==> src/rtl/sipo_deserializer_if.sv <==
// Receive-side bundle for the SIPO deserializer: serial input, control,
// parallel valid/ready output and status.
interface sipo_deserializer_if #(
    parameter int WIDTH = 4
);
    localparam int CNT_W = $clog2(WIDTH);

    logic             clear;
    logic             sin;
    logic             sin_valid;
    logic             dir;
    logic [WIDTH-1:0] dout;
    logic             dout_valid;
    logic             dout_ready;
    logic [CNT_W-1:0] bit_cnt;
    logic             busy;
    logic             overrun;

    modport master (
        output clear, sin, sin_valid, dir, dout_ready,
        input  dout, dout_valid, bit_cnt, busy, overrun
    );

    modport slave (
        input  clear, sin, sin_valid, dir, dout_ready,
        output dout, dout_valid, bit_cnt, busy, overrun
    );
endinterface

==> src/rtl/sipo_deserializer.sv <==
// Serial-in/parallel-out receiver with a collecting shift register and an
// output holding register behind a valid/ready handshake.
//
//  state (collect) | meaning
//  IDLE            | no partial word, bit_cnt = 0
//  SHIFT           | partial word in progress, dir_q frozen
//  state (output)  | meaning
//  EMPTY           | dout holds no unconsumed word
//  FULL            | dout holds a word waiting for dout_ready
module sipo_deserializer #(
    parameter int WIDTH = 4
) (
    input  logic                  clk,
    input  logic                  rst_n,
    sipo_deserializer_if.slave    bus
);
    localparam int CNT_W = $clog2(WIDTH);
    localparam logic [CNT_W-1:0] LAST_BIT = CNT_W'(WIDTH - 1);

    typedef enum logic { IDLE, SHIFT } col_state_t;
    typedef enum logic { EMPTY, FULL } out_state_t;

    col_state_t       col_state_q, col_state_d;
    out_state_t       out_state_q, out_state_d;
    logic [WIDTH-1:0] shreg_q, shreg_d;
    logic [WIDTH-1:0] dout_q, dout_d;
    logic [CNT_W-1:0] cnt_q, cnt_d;
    logic             dir_q, dir_d;
    logic             overrun_q, overrun_d;

    logic             dir_eff;
    logic [WIDTH-1:0] shreg_next;
    logic             word_done;

    always_ff @(posedge clk or negedge rst_n) begin
        if (!rst_n) begin
            col_state_q <= IDLE;
            out_state_q <= EMPTY;
            shreg_q     <= '0;
            dout_q      <= '0;
            cnt_q       <= '0;
            dir_q       <= 1'b0;
            overrun_q   <= 1'b0;
        end else begin
            col_state_q <= col_state_d;
            out_state_q <= out_state_d;
            shreg_q     <= shreg_d;
            dout_q      <= dout_d;
            cnt_q       <= cnt_d;
            dir_q       <= dir_d;
            overrun_q   <= overrun_d;
        end
    end

    always_comb begin
        col_state_d = col_state_q;
        out_state_d = out_state_q;
        shreg_d     = shreg_q;
        dout_d      = dout_q;
        cnt_d       = cnt_q;
        dir_d       = dir_q;
        overrun_d   = overrun_q;
        word_done   = 1'b0;

        // The first bit of a word uses the live dir; later bits use the latched copy.
        dir_eff    = (col_state_q == IDLE) ? bus.dir : dir_q;
        shreg_next = dir_eff ? {bus.sin, shreg_q[WIDTH-1:1]}
                             : {shreg_q[WIDTH-2:0], bus.sin};

        if (bus.sin_valid) begin
            if (col_state_q == IDLE) begin
                dir_d = bus.dir;
            end
            shreg_d = shreg_next;
            if (cnt_q == LAST_BIT) begin
                cnt_d       = '0;
                col_state_d = IDLE;
                word_done   = 1'b1;
            end else begin
                cnt_d       = cnt_q + 1'b1;
                col_state_d = SHIFT;
            end
        end

        if (word_done) begin
            if (out_state_q == EMPTY || bus.dout_ready) begin
                dout_d      = shreg_next;
                out_state_d = FULL;
            end else begin
                overrun_d = 1'b1;
            end
        end else if (out_state_q == FULL && bus.dout_ready) begin
            out_state_d = EMPTY;
        end

        if (bus.clear) begin
            col_state_d = IDLE;
            out_state_d = EMPTY;
            shreg_d     = '0;
            dout_d      = '0;
            cnt_d       = '0;
            dir_d       = 1'b0;
            overrun_d   = 1'b0;
        end
    end

    assign bus.dout       = dout_q;
    assign bus.dout_valid = (out_state_q == FULL);
    assign bus.bit_cnt    = cnt_q;
    assign bus.busy       = (cnt_q != '0);
    assign bus.overrun    = overrun_q;
endmodule

==> src/flat_wrapper.sv <==
// flat-port wrapper written by rule: the top's interface ports become plain ports
module sipo_deserializer_flat 
#(
    parameter int WIDTH = 4
)
  (clk, rst_n, bus_clear, bus_sin, bus_sin_valid, bus_dir, bus_dout_ready, bus_dout, bus_dout_valid, bus_bit_cnt, bus_busy, bus_overrun);
  sipo_deserializer_if #(.WIDTH(WIDTH)) bus_i ();
  input  logic clk;
  input  logic rst_n;
  input wire logic [$bits(bus_i.clear)-1:0] bus_clear;
  input wire logic [$bits(bus_i.sin)-1:0] bus_sin;
  input wire logic [$bits(bus_i.sin_valid)-1:0] bus_sin_valid;
  input wire logic [$bits(bus_i.dir)-1:0] bus_dir;
  input wire logic [$bits(bus_i.dout_ready)-1:0] bus_dout_ready;
  output wire logic [$bits(bus_i.dout)-1:0] bus_dout;
  output wire logic [$bits(bus_i.dout_valid)-1:0] bus_dout_valid;
  output wire logic [$bits(bus_i.bit_cnt)-1:0] bus_bit_cnt;
  output wire logic [$bits(bus_i.busy)-1:0] bus_busy;
  output wire logic [$bits(bus_i.overrun)-1:0] bus_overrun;
  assign bus_i.clear = bus_clear;
  assign bus_i.sin = bus_sin;
  assign bus_i.sin_valid = bus_sin_valid;
  assign bus_i.dir = bus_dir;
  assign bus_i.dout_ready = bus_dout_ready;
  assign bus_dout = bus_i.dout;
  assign bus_dout_valid = bus_i.dout_valid;
  assign bus_bit_cnt = bus_i.bit_cnt;
  assign bus_busy = bus_i.busy;
  assign bus_overrun = bus_i.overrun;
  sipo_deserializer #(.WIDTH(WIDTH)) u_core (.clk(clk), .rst_n(rst_n), .bus(bus_i));
endmodule
==> config.mk <==
export PLATFORM = sky130hd
export DESIGN_NAME = sipo_deserializer_flat
export DESIGN_NICKNAME = d
export VERILOG_FILES = /design/src/rtl/sipo_deserializer_if.sv /design/src/rtl/sipo_deserializer.sv /design/src/flat_wrapper.sv
export SDC_FILE = /design/constraint.sdc
export NUM_CORES = 1
export LEC_CHECK = 0
export CORE_MARGIN = 5
export CORE_UTILIZATION = 26
export CTS_CLUSTER_DIAMETER = 30
export CTS_CLUSTER_SIZE = 25
export DETAILED_ROUTE_END_ITERATION = 16
export GPL_ROUTABILITY_DRIVEN = 0
export SLEW_MARGIN = 40
export SYNTH_ARGS = -nofsm -noshare
export SYNTH_HDL_FRONTEND = slang
export SYNTH_SLANG_ARGS = --single-unit
==> constraint.sdc <==
create_clock -name clk -period 1.6 [get_ports clk]
set_input_delay 0.32 -clock clk [delete_from_list [all_inputs] [get_ports clk]]
set_output_delay 0.32 -clock clk [all_outputs]
set_load 0.02 [all_outputs]
# [After elaboration in Yosys (flattened, before gate mapping)]
# Cells that the tools add are included.
[op_classes] n_addsub=1 n_eq_ne=3 mux=24 n_bitwise=1 reduce_logical=10
[op_table] operator="two-way mux 4 bit" count=6
[op_table] operator="two-way mux 1 bit" count=15
[op_table] operator="nonzero test 2 bit" count=4
[op_table] operator="two-way mux 2 bit" count=3
[op_table] operator="AND reduction 2 bit" count=3
[op_table] operator="inequality test 3 bit, second input constant" count=1
[op_table] operator="nonzero test 3 bit" count=1
[op_table] operator="adder 2 x 1 -> 2 bit, second input constant" count=1
[op_table] operator="== test 2 bit, second input constant" count=1
[op_table] operator="inequality test 2 bit, second input constant" count=1
[op_table] operator="logical AND 1 bit" count=1
[op_table] operator="logical OR 1 bit" count=1
[op_table] operator="inverter 1 bit" count=1
[word_totals] reg_bits=14 input_bits=7 output_inout_bits=9 wordCells=46

# [Longest topological paths before layout]
[logic_depth] depth_word=5 ltp_mapped=4 ltp_nobuf=4

# [Worst setup path before layout]
# No wires, ideal clock.
[synth_timing] path_kind="register to register" startpoint="reg u_core.cnt_q[0] (netlist: u_core.bus.bit_cnt[0])" endpoint="reg u_core.dout_q[2] (netlist: u_core.bus.dout[2])" setup_ps=94 t_arrival_ps=1301 required_time_ps=1506 path_slack_ps=205 stages_incl_launch_ff=5 n_path_buf=0 period_less_slack_ps=1395 cell_sequence="dfrtp_1 -> ha_1 -> and2_1 -> and2_1 -> a211oi_1"
[synth_between] elab_chain_cells=5
[synth_lines] item="from (decl)" line_no="sipo_deserializer.sv:27" source="logic [CNT_W-1:0] cnt_q, cnt_d;"
[synth_lines] item="from (signal assigned)" line_no="sipo_deserializer.sv:49" source="cnt_q <= cnt_d;"
[synth_lines] item="== test 2 bit" line_no="sipo_deserializer.sv:75" source="if (cnt_q == LAST_BIT) begin"
[synth_lines] item="two-way mux 1 bit" line_no="sipo_deserializer.sv:75"
[synth_lines] item="two-way mux 1 bit" line_no="sipo_deserializer.sv:70" source="if (bus.sin_valid) begin"
[synth_lines] item="nonzero test 2 bit (no line)"
[synth_lines] item="AND reduction 2 bit (no line)"
[synth_lines] item="to (signal assigned)" line_no="sipo_deserializer.sv:48" source="dout_q <= dout_d;"
[synth_lines] item="to (decl)" line_no="sipo_deserializer.sv:26" source="logic [WIDTH-1:0] dout_q, dout_d;"
# Every way passes these cells.
# A chain may end at the register's enable or synchronous reset.

# [Worst setup path in the final report]
[layout_timing] startpoint="reg u_core.cnt_q[0] (netlist: u_core.bus.bit_cnt[0])" endpoint="out bus_busy"
[layout_between] elab_chain_cells=1
[layout_lines] item="nonzero test 2 bit" line_no="sipo_deserializer.sv:110" source="assign bus.busy = (cnt_q != '0);"
[layout_lines] item="to (decl)" line_no="flat_wrapper.sv:18" source="output wire logic [$bits(bus_i.busy)-1:0] bus_busy;"
# Every way passes these cells.

==> out/results.txt <==
The delay of the slowest critical-path stage was 0.35 ns; the sequential fraction of the synthesis area was 53.9%. For the final routed database, the setup TNS stands at 0 ns. After the first detailed-routing iteration, the DRC count stood at 4. The launch point of the critical path is u_core.bus.bit_cnt[0].

Relative to the synthesized area, the layout overhead comes to 39.9%. At the worst endpoint, the arrival time is 1.20 ns. For the total leakage power, the log shows 0.500 nW.

In this design, the critical path's most frequently occurring cell is sky130_fd_sc_hd__inv_1. The number of iterations in the first detailed-routing pass came out at 4. Setup violations remaining at the end of the flow were counted as 0. In this run the tool buffered the top-level ports with 15 buffer cells. Each instance of the synthesized netlist takes up on average 11.2 um^2. The number of gates resized after cts was 4. Summed over all nets, the half-perimeter wirelength after detailed placement is 965 um.

The predominant post-synthesis flop cell is sky130_fd_sc_hd__dfrtp_1. Once the clock tree was built, the setup fixing pass inserted 0 buffers. TritonCTS built the clock tree. The portion of the clock cycle consumed by the worst path in the final layout works out to 94.7%. Endpoint of the worst-slack reg-to-reg timing path: u_core.bus.dout[2].

After layout, the design draws a total of 0.777 mW. The clock network burns 33.1% of the power. Fill cells in the final layout number 244.

During I/O placement, the number of pins put on the boundary was 16. Summed over all layers, the global routing overflow is 0. The logs give 1.28 ns for the critical path data required time and 0 for the final number of max-transition violations. The total of warnings raised by yosys is 0.

In this run the power spent charging and discharging nets is 0.201 mW. The largest total area in the synthesized netlist belongs to sky130_fd_sc_hd__dfrtp_1. The initial core utilization was 26.7%; the fraction of post-synthesis cell area in the top cell type by area was 53.9%. Max-cap violations in this run came to 0. Internal power comes to 0.575 mW. The critical path class is register to primary output. The via count of the first global-routing pass is 486. After clock tree synthesis, the flow added hold-fix buffers numbering 0.

The actual slew at the worst max-slew pin is 0.507 ns. The flow ran to the end, and the final reports show no timing, DRC or antenna violations. In this run the standard cell core region covers 0.00243 mm^2. Total via count in the routed design: 498.

The largest net degree at the start of global routing was 15; the summed instance area of the synthesized netlist was 649 um^2. For the wire length of the first global-routing pass, the log shows 2250 um. The slowest stage of the critical path is the sky130_fd_sc_hd__dfrtp_1 cell. The clock tree skew after final layout was 0.00519 ns; the final hold violation count was 0. The clock passes through at most 2 buffers.

Vertical extent of the die: 60.0 um. The number of antenna diodes in the final layout is 0. The flop-to-flop setup slack is 0.11 ns. The headroom to the max-slew limit is 66.1%.

Of the total power, the share spent switching nets is 25.9%. Dividing the detail-routed wire length by the instance count gives 12.3 um. Most frequent cell after synthesis: sky130_fd_sc_hd__dfrtp_1. Registers are responsible for 49.4% of the overall power.

The number of cells on the worst reg-to-reg path is 5. Across every metal layer, demand over resource in global routing totals 8.92%. Along the worst path, the maximum fanout reaches 2. Flip-flop and latch count after synthesis: 14.

At the end of the flow, the number of nets in the layout was 89. For the finished layout, the period the worst path requires is 1.52 ns. After detailed routing, the number of vias per cell comes to 4.57. The root buffer cell chosen for the clock tree is sky130_fd_sc_hd__clkbuf_4. Clock latency on the worst-skew pair, taken at its later pin, is 0.28 ns.

Yosys mapped a number of flops with a built-in enable equal to 0. TritonCTS created 3 clock buffers. The highest clock rate came out at 0.660 GHz. The worst IR drop on VDD is 0.323 mV, and the H-tree level count is 1.

The floorplan die width is 60.0 um, and the detailed-route wire length is 1340 um. The floorplan has 18 rows. After detailed routing, the number of remaining DRC violations is 0. For the initial antenna violation count, the log shows 0.

The worst register-to-register path begins at u_core.bus.bit_cnt[0]. By count the netlist is led by 14 x sky130_fd_sc_hd__dfrtp_1, 9 x sky130_fd_sc_hd__a211oi_1, 9 x sky130_fd_sc_hd__nor2_1, 6 x sky130_fd_sc_hd__mux2i_1, 5 x sky130_fd_sc_hd__a21oi_1. By area the synthesized netlist is led by sky130_fd_sc_hd__dfrtp_1 54%, sky130_fd_sc_hd__a211oi_1 10%, sky130_fd_sc_hd__mux2i_1 9.2%, sky130_fd_sc_hd__nor2_1 5.2%, sky130_fd_sc_hd__a21oi_1 3.9%. Combinational cells account for 17.5% of the total power.

Setup repair after global routing left no endpoint under its margin. Clock-pin slew reported for the worst setup and hold paths after clock tree synthesis: 0.09 ns. STA classifies the critical path startpoint as a register. The path class of the tightest hold or removal check is input port to asynchronous set/reset pin.

Walking the worst path, the cells encountered are inv_1 -> ha_1 -> inv_1 -> clkdlybuf4s15_1. The capturing element type of the critical path was a primary output. The number of clock sinks was 14. The tools report the post-synth net total as 67. Die footprint: 0.00360 mm^2.

Once detail routing completed, the nets flagged for antenna violations numbered 0. The async set-reset flop share out of synthesis was 100%. Yosys mapped the design onto 15 distinct sky130hd cell types.

The ratio of cells with drive above 1 in the final layout was 13.9%. Dividing total power by cell area gives a power density of 855 mW/mm^2. Synthesis produced 58 cells.
==> routing by layer <==
layer	part of all wire [%]	vias up	global-route usage, %	wire length (um)
met5	0	-	0	0
met1	46	238	12.0	614
met2	45	13	11.9	605
met4	3.9	0	7.59	53
met3	5.1	5	1.94	69
li1	-	242	-	-
==> cell type report <==
cell class                      instances  area (um^2)  share of cell area [%]
Clock buffer                            4         36.3                    3.99
Inverter                                4         15.0                    1.65
Timing Repair Buffer                   19          189                    20.8
Multi-Input combinational cell         38          280                    30.9
Sequential cell                        14          350                    38.6
Tap cell                               30         37.5                    4.13
==> worst max-delay path by stage <==
stage | end | slack (ns) | depth (start not counted)
after CTS | bus_dout[1] | 0.008 | 1
final | bus_busy | 0.08 | 4
after global routing | u_core.bus.dout[2] | 0.008 | 5
after global placement | u_core.shreg_q[2] | 0.008 | 4
after floorplan | u_core.bus.dout[2] | 0.21 | 4
after detailed placement | u_core.shreg_q[2] | 0.006 | 4
==> stage by stage <==
step           util (%)  area [um^2]  hold slack [ns]  cells  setup WS (ns)
2_1_floorplan         -          649           0.0244     58          0.205
3_3_place_gp       35.3          858            0.543    105        0.00837
3_5_place_dp       35.3          858            0.549    105        0.00631
4_1_cts            36.6          890            0.339    109        0.00813
5_1_grt            37.3          908            0.352    109        0.00754
6_report           37.3          908            0.334    109         0.0844
==> worst max-delay path: cells and delay by family (launching register included) <==
kind | cells | cell delay (ns)
adder cells (fa/ha/maj) | 1 | 0.18
buffers and inverters | 3 | 0.39
flip-flops | 1 | 0.35
==> flip-flops by register name, indices dropped and copies added (netlist names) <==
name / count
u_core.bus.dout: 4
u_core.bus.bit_cnt: 2
u_core.dir_q: 1
u_core.bus.overrun: 1
u_core.shreg_q: 4
u_core.bus.dout_valid: 1
u_core.col_state_q: 1
==> placed cells by master, fill, tap and decap left out <==
master                            count
sky130_fd_sc_hd__mux2i_4              1
sky130_fd_sc_hd__ha_1                 2
sky130_fd_sc_hd__a211oi_1             8
sky130_fd_sc_hd__mux2i_1              6
sky130_fd_sc_hd__clkbuf_4             3
sky130_fd_sc_hd__dlygate4sd2_1        3
sky130_fd_sc_hd__dlymetal6s2s_1       5
sky130_fd_sc_hd__clkdlybuf4s50_1      6
sky130_fd_sc_hd__xnor2_1              1
sky130_fd_sc_hd__and2_1               2
sky130_fd_sc_hd__a21oi_1              5
sky130_fd_sc_hd__clkbuf_8             1
sky130_fd_sc_hd__buf_4                4
sky130_fd_sc_hd__nand2b_1             1
sky130_fd_sc_hd__nand2_1              1
sky130_fd_sc_hd__dfrtp_1             14
sky130_fd_sc_hd__a211oi_2             1
sky130_fd_sc_hd__clkdlybuf4s15_1      1
sky130_fd_sc_hd__nor2_1               9
sky130_fd_sc_hd__inv_1                4
sky130_fd_sc_hd__o21ba_2              1
==> power groups by stage <==
stage               combinational [mW]  clock (mW)  sequential, mW
floorplan                       0.0646           0           0.400
global placement                 0.142           0           0.391
detailed placement               0.143           0           0.390
CTS                              0.137       0.267           0.384
global route                     0.151       0.287           0.385
finish                           0.136       0.257           0.383
==> kinds of logic after synthesis <==
kind of cell	after synthesis	synth area share (%)
compound gates	15	15.8
xor+xnor	1	1.35
fa+ha+maj	2	3.85
buf+inv	6	3.66
flops	14	54.0
mux	7	12.7
simple gates	13	8.67
No activity file was read; power rests on OpenSTA's default activity.
